<file path="src/rtl/multicycle_control_unit.sv">
// multicycle_control_unit: control FSM for a multicycle RV32 datapath.
// States IF, ID, EX, MEM, WB, HALT; all controls decoded from state+inputs.
// Ports: clk, reset (async, active high); opcode (IR[6:0]); bcond (EX);
//   halt_cond (ID); mem_ready; datapath controls pc_write, ir_write,
//   i_or_d, mem_read, mem_write, reg_write, mem_to_reg, alu_src_a,
//   alu_src_b, alu_op, pc_source; halted; retired_count.
// Build option: define MEM_WAIT_EN to let IF and MEM stall on mem_ready;
//   otherwise mem_ready is ignored and every memory state takes one cycle.
module multicycle_control_unit (
   input  logic        clk,
   input  logic        reset,
   input  logic [6:0]  opcode,
   input  logic        bcond,
   input  logic        halt_cond,
   input  logic        mem_ready,
   output logic        pc_write,
   output logic        ir_write,
   output logic        i_or_d,
   output logic        mem_read,
   output logic        mem_write,
   output logic        reg_write,
   output logic        mem_to_reg,
   output logic        alu_src_a,
   output logic [1:0]  alu_src_b,
   output logic [1:0]  alu_op,
   output logic [1:0]  pc_source,
   output logic        halted,
   output logic [31:0] retired_count
);

   localparam logic [6:0] OP_ARITH     = 7'b0110011;
   localparam logic [6:0] OP_ARITH_IMM = 7'b0010011;
   localparam logic [6:0] OP_LOAD      = 7'b0000011;
   localparam logic [6:0] OP_STORE     = 7'b0100011;
   localparam logic [6:0] OP_BRANCH    = 7'b1100011;
   localparam logic [6:0] OP_JAL       = 7'b1101111;
   localparam logic [6:0] OP_JALR      = 7'b1100111;
   localparam logic [6:0] OP_ECALL     = 7'b1110011;

   typedef enum logic [2:0] {
      S_IF   = 3'd0,
      S_ID   = 3'd1,
      S_EX   = 3'd2,
      S_MEM  = 3'd3,
      S_WB   = 3'd4,
      S_HALT = 3'd5
   } state_t;

   state_t      state;
   state_t      next_state;
   logic        ready;
   logic        retire;
   logic        is_load;
   logic        is_store;
   logic        is_ecall;
   logic        is_known;
   logic [31:0] count;

`ifdef MEM_WAIT_EN
   assign ready = mem_ready;
`else
   logic unused_mem_ready;
   assign unused_mem_ready = mem_ready;
   assign ready = 1'b1;
`endif

   assign is_load  = (opcode == OP_LOAD);
   assign is_store = (opcode == OP_STORE);
   assign is_ecall = (opcode == OP_ECALL);
   assign is_known = opcode inside {OP_ARITH, OP_ARITH_IMM, OP_LOAD,
                                    OP_STORE, OP_BRANCH, OP_JAL,
                                    OP_JALR, OP_ECALL};

   always_comb begin
      pc_write   = 1'b0;
      ir_write   = 1'b0;
      i_or_d     = 1'b0;
      mem_read   = 1'b0;
      mem_write  = 1'b0;
      reg_write  = 1'b0;
      mem_to_reg = 1'b0;
      alu_src_a  = 1'b0;
      alu_src_b  = 2'b00;
      alu_op     = 2'b00;
      pc_source  = 2'b00;
      halted     = 1'b0;
      next_state = S_IF;
      case (state)
         S_IF: begin
            mem_read   = 1'b1;
            ir_write   = ready;
            next_state = ready ? S_ID : S_IF;
         end
         S_ID: begin
            // ALUOut <= PC + 4, used later as the fall-through PC
            alu_src_b = 2'b01;
            if (is_ecall && halt_cond) begin
               next_state = S_HALT;
            end else if (is_ecall || !is_known) begin
               pc_write   = 1'b1;
               pc_source  = 2'b01;
               next_state = S_IF;
            end else begin
               next_state = S_EX;
            end
         end
         S_EX: begin
            case (opcode)
               OP_ARITH: begin
                  alu_src_a  = 1'b1;
                  alu_op     = 2'b10;
                  next_state = S_WB;
               end
               OP_ARITH_IMM: begin
                  alu_src_a  = 1'b1;
                  alu_src_b  = 2'b10;
                  alu_op     = 2'b10;
                  next_state = S_WB;
               end
               OP_LOAD, OP_STORE: begin
                  alu_src_a  = 1'b1;
                  alu_src_b  = 2'b10;
                  next_state = S_MEM;
               end
               OP_BRANCH: begin
                  alu_src_a  = 1'b1;
                  alu_op     = 2'b01;
                  pc_write   = 1'b1;
                  pc_source  = bcond ? 2'b10 : 2'b01;
                  next_state = S_IF;
               end
               OP_JAL: begin
                  // rd <= ALUOut (PC+4 from ID); target from PC+imm adder
                  reg_write  = 1'b1;
                  pc_write   = 1'b1;
                  pc_source  = 2'b10;
                  next_state = S_IF;
               end
               OP_JALR: begin
                  alu_src_a  = 1'b1;
                  alu_src_b  = 2'b10;
                  reg_write  = 1'b1;
                  pc_write   = 1'b1;
                  next_state = S_IF;
               end
               default: next_state = S_IF;
            endcase
         end
         S_MEM: begin
            i_or_d    = 1'b1;
            mem_read  = is_load;
            mem_write = is_store;
            if (!ready) begin
               next_state = S_MEM;
            end else if (is_load) begin
               next_state = S_WB;
            end else begin
               pc_write   = 1'b1;
               pc_source  = 2'b01;
               next_state = S_IF;
            end
         end
         S_WB: begin
            reg_write  = 1'b1;
            mem_to_reg = is_load;
            pc_write   = 1'b1;
            pc_source  = 2'b01;
            next_state = S_IF;
         end
         S_HALT: begin
            halted     = 1'b1;
            next_state = S_HALT;
         end
         default: next_state = S_IF;
      endcase
   end

   // an instruction retires on any edge from a working state back to IF
   assign retire = (next_state == S_IF) &&
                   (state inside {S_ID, S_EX, S_MEM, S_WB});

   always_ff @(posedge clk or posedge reset) begin
      if (reset) begin
         state <= S_IF;
         count <= 32'd0;
      end else begin
         state <= next_state;
         if (retire)
            count <= count + 32'd1;
      end
   end

   assign retired_count = count;

endmodule
</file>
<file path="config.mk">
export PLATFORM = sky130hd
export DESIGN_NAME = multicycle_control_unit
export DESIGN_NICKNAME = d
export VERILOG_FILES = /design/src/rtl/multicycle_control_unit.sv
export SDC_FILE = /design/constraint.sdc
export NUM_CORES = 1
export LEC_CHECK = 0
export ABC_AREA = 1
export ABC_CLOCK_PERIOD_IN_PS = 1900
export CAP_MARGIN = 20
export CORE_MARGIN = 4
export CORE_UTILIZATION = 51
export DETAILED_ROUTE_END_ITERATION = 8
export GPL_ROUTABILITY_DRIVEN = 0
export PLACE_DENSITY = 0.8
export SKIP_LAST_GASP = 1
export SYNTH_ARGS = -nofsm -noshare
export SYNTH_HDL_FRONTEND = slang
export SYNTH_SLANG_ARGS = --single-unit
export TNS_END_PERCENT = 20
</file>
<file path="constraint.sdc">
create_clock -name clk -period 1.9 [get_ports clk]
set_input_delay 0.19 -clock clk [delete_from_list [all_inputs] [get_ports clk]]
set_output_delay 0.19 -clock clk [all_outputs]
set_load 0.02 [all_outputs]
</file>
==> metrics <==
outcome=finished, violations left; failing checks=negative setup slack; worst hold path class=in2async; initial core utilization=0.528; Pleak=1.96 nW; final hold viol count=0; Synth Instances=412; flops & latches, synth=35; final wirelength=8.56 mm; # rows=26; GRT Overall Usage=0.266; Worst Tran Pin Value=444 ps; Inserted Diodes=0; met2 Use GR=0.471; clock buffer depth=2; vias in the first global route=2975; vias per cell=5.47; number of synthesis warnings=0; Layout area overhead=40.3%; H-tree Lvls=2; commonest non-fill, non-tap cell in the layout=nand2_1; first-pass iteration count of the detailed router=5; initial DRC count=215; dpl cell area=0.00357 mm^2; Max Cap Viol=0; Root Buffer=clkbuf_8; CP Data Arrival Time=1900 ps; sequential element share of the synthesized area=0.323; Die Ht=80.9 um; CTS buffer count=5; min Tclk post-route=2090 ps; clk_lat worst skew=290 ps; hpwl dp=6.04 mm; pre-CTS setup slack=-415 ps; clock transition at the registers of the reported paths=70 ps; Final Skew=12.5 ps; CTS tree=done; RSZ-0062 raised after global routing=true; Die Span X=80.9 um; setup slack after layout=-188 ps; share of the synthesized area in the top cell type=0.323; Finished Cell Area=0.00381 mm^2; Total Power=1.55 mW; Final Non-Filler Cells=571; final net count=513; Placed Instances=556; Yosys cell types=30; largest net degree at the start of global routing=36; die area=0.00655 mm^2; CP startpoint kind=register; I/O Buffers=57; met3 GRT Util=0.0355; Crit Path Max Fanout=3; CP Data Required Time=1710 ps; synth top area cells=dfrtp_1 (32%), nand2_1 (24%), nand4_1 (8.3%), nor2_1 (7.5%), nand3b_1 (3.9%); most frequent cells in the layout=nand2_1 (175), nor2_1 (52), clkdlybuf4s50_1 (39); area leader, netlist=dfrtp_1; Final period util=1.10; final setup vio count=5; peak supply drop=281 uV; setup TNS=-324 ps; I/O pin count=59; first-pass GRT wire length=13.8 mm; core footprint=0.00514 mm^2; post-route DRC violation count=0; Pwr Density=408 mW/mm^2; layout cells sized above 1=0.168; relative slew slack=0.702; met1 Use GR=0.336; antenna violations before repair=0; Net Count, Synth=425; syn avg cell area=6.58 um^2; Post-Syn Area=0.00271 mm^2; Slew Limit Fails=0; GRT busiest layer=met2; grt ovf=0; CTS Sinks=35; Setup CP Type=reg2out; routed via count=3126; Routed WL per cell=15.0 um; FMAX=0.479 GHz; Worst setup EP type=output pin; Routed Antenna Nets=0
## routing by layer
| layer | wire length, um | part of all wire |
|---|---|---|
| met1 | 3520 | 0.41 |
| met2 | 4260 | 0.50 |
| met3 | 548 | 0.064 |
| met4 | 229 | 0.027 |
| met5 | 0 | 0 |
## sequential cells by signal, indices dropped and copies added, names as in the netlist
name and count:
retired_count 32, state 3
## cell type report
type / count / area, um^2
sequential: 35 / 877
clock buffer: 6 / 82.6
clock inverter: 2 / 35.0
multi-input combinational: 335 / 1690
tap: 70 / 87.6
timing repair buffer: 94 / 921
fill: 436 / 1330
inverter: 29 / 109
## metrics by stage
stage / utilization / hold slack [ps]
2_1_floorplan: - / 344
3_3_place_gp: 0.694 / 492
3_5_place_dp: 0.694 / 506
4_1_cts: 0.716 / 313
5_1_grt: 0.741 / 359
6_report: 0.741 / 291
## repair_timing
action,CTS,global route
setup endpoints to repair,13,33
buffers inserted,0,7
hold buffers,0,0
gates resized for setup,12,37
pin swaps,0,9
## report_power, final
part           leakage, nW  internal (mW)  total [mW]  switching, mW
Combinational         1.42         0.0425      0.0950         0.0525
Sequential           0.477          0.744       0.744              0
Clock               0.0612          0.425       0.712          0.288
## cells in the mapped netlist (all sizes together)
master / count
a21oi: 3
nor3: 5
xnor2: 3
nand4: 37
a211oi: 1
xor2: 11
nand3: 11
nor2: 61
ha: 1
nand3b: 14
inv: 29
o211ai: 1
o21ai: 4
nor4: 1
buf: 13
a21boi: 1
nand2: 181
dfrtp: 35
## final timing paths
path,from,endpoint,slack [ps],depth (start not counted)
max,state[2],alu_src_b[0],-190,6
min,reset,retired_count[12],290,3
max reg2reg,retired_count[1],retired_count[24],-20,10
min reg2reg,retired_count[31],retired_count[31],520,2
max in group asynchronous,reset,state[1],1260,3
min in group clk,retired_count[31],retired_count[31],520,2
## cell families (layout without fill, tap and decap cells)
group,Yosys count,after routing,synth area share
adder cells (fa/ha/maj),1,1,0.00461
buffers and inverters,42,131,0.0729
XOR/XNOR,14,14,0.0452
AND/OR/NAND/NOR,310,310,0.526
flip-flops,35,35,0.323
AO/OA/AOI/OAI,10,10,0.0286
## critical path, cell delays in order (launching register included)
cell and delay [ps]:
dfrtp_1 430, inv_2 90, nand2_2 70, buf_4 160, nor2_4 100, buf_4 150
clkdlybuf4s50_1 610
Note: power is estimated with default switching activity, not from simulation.
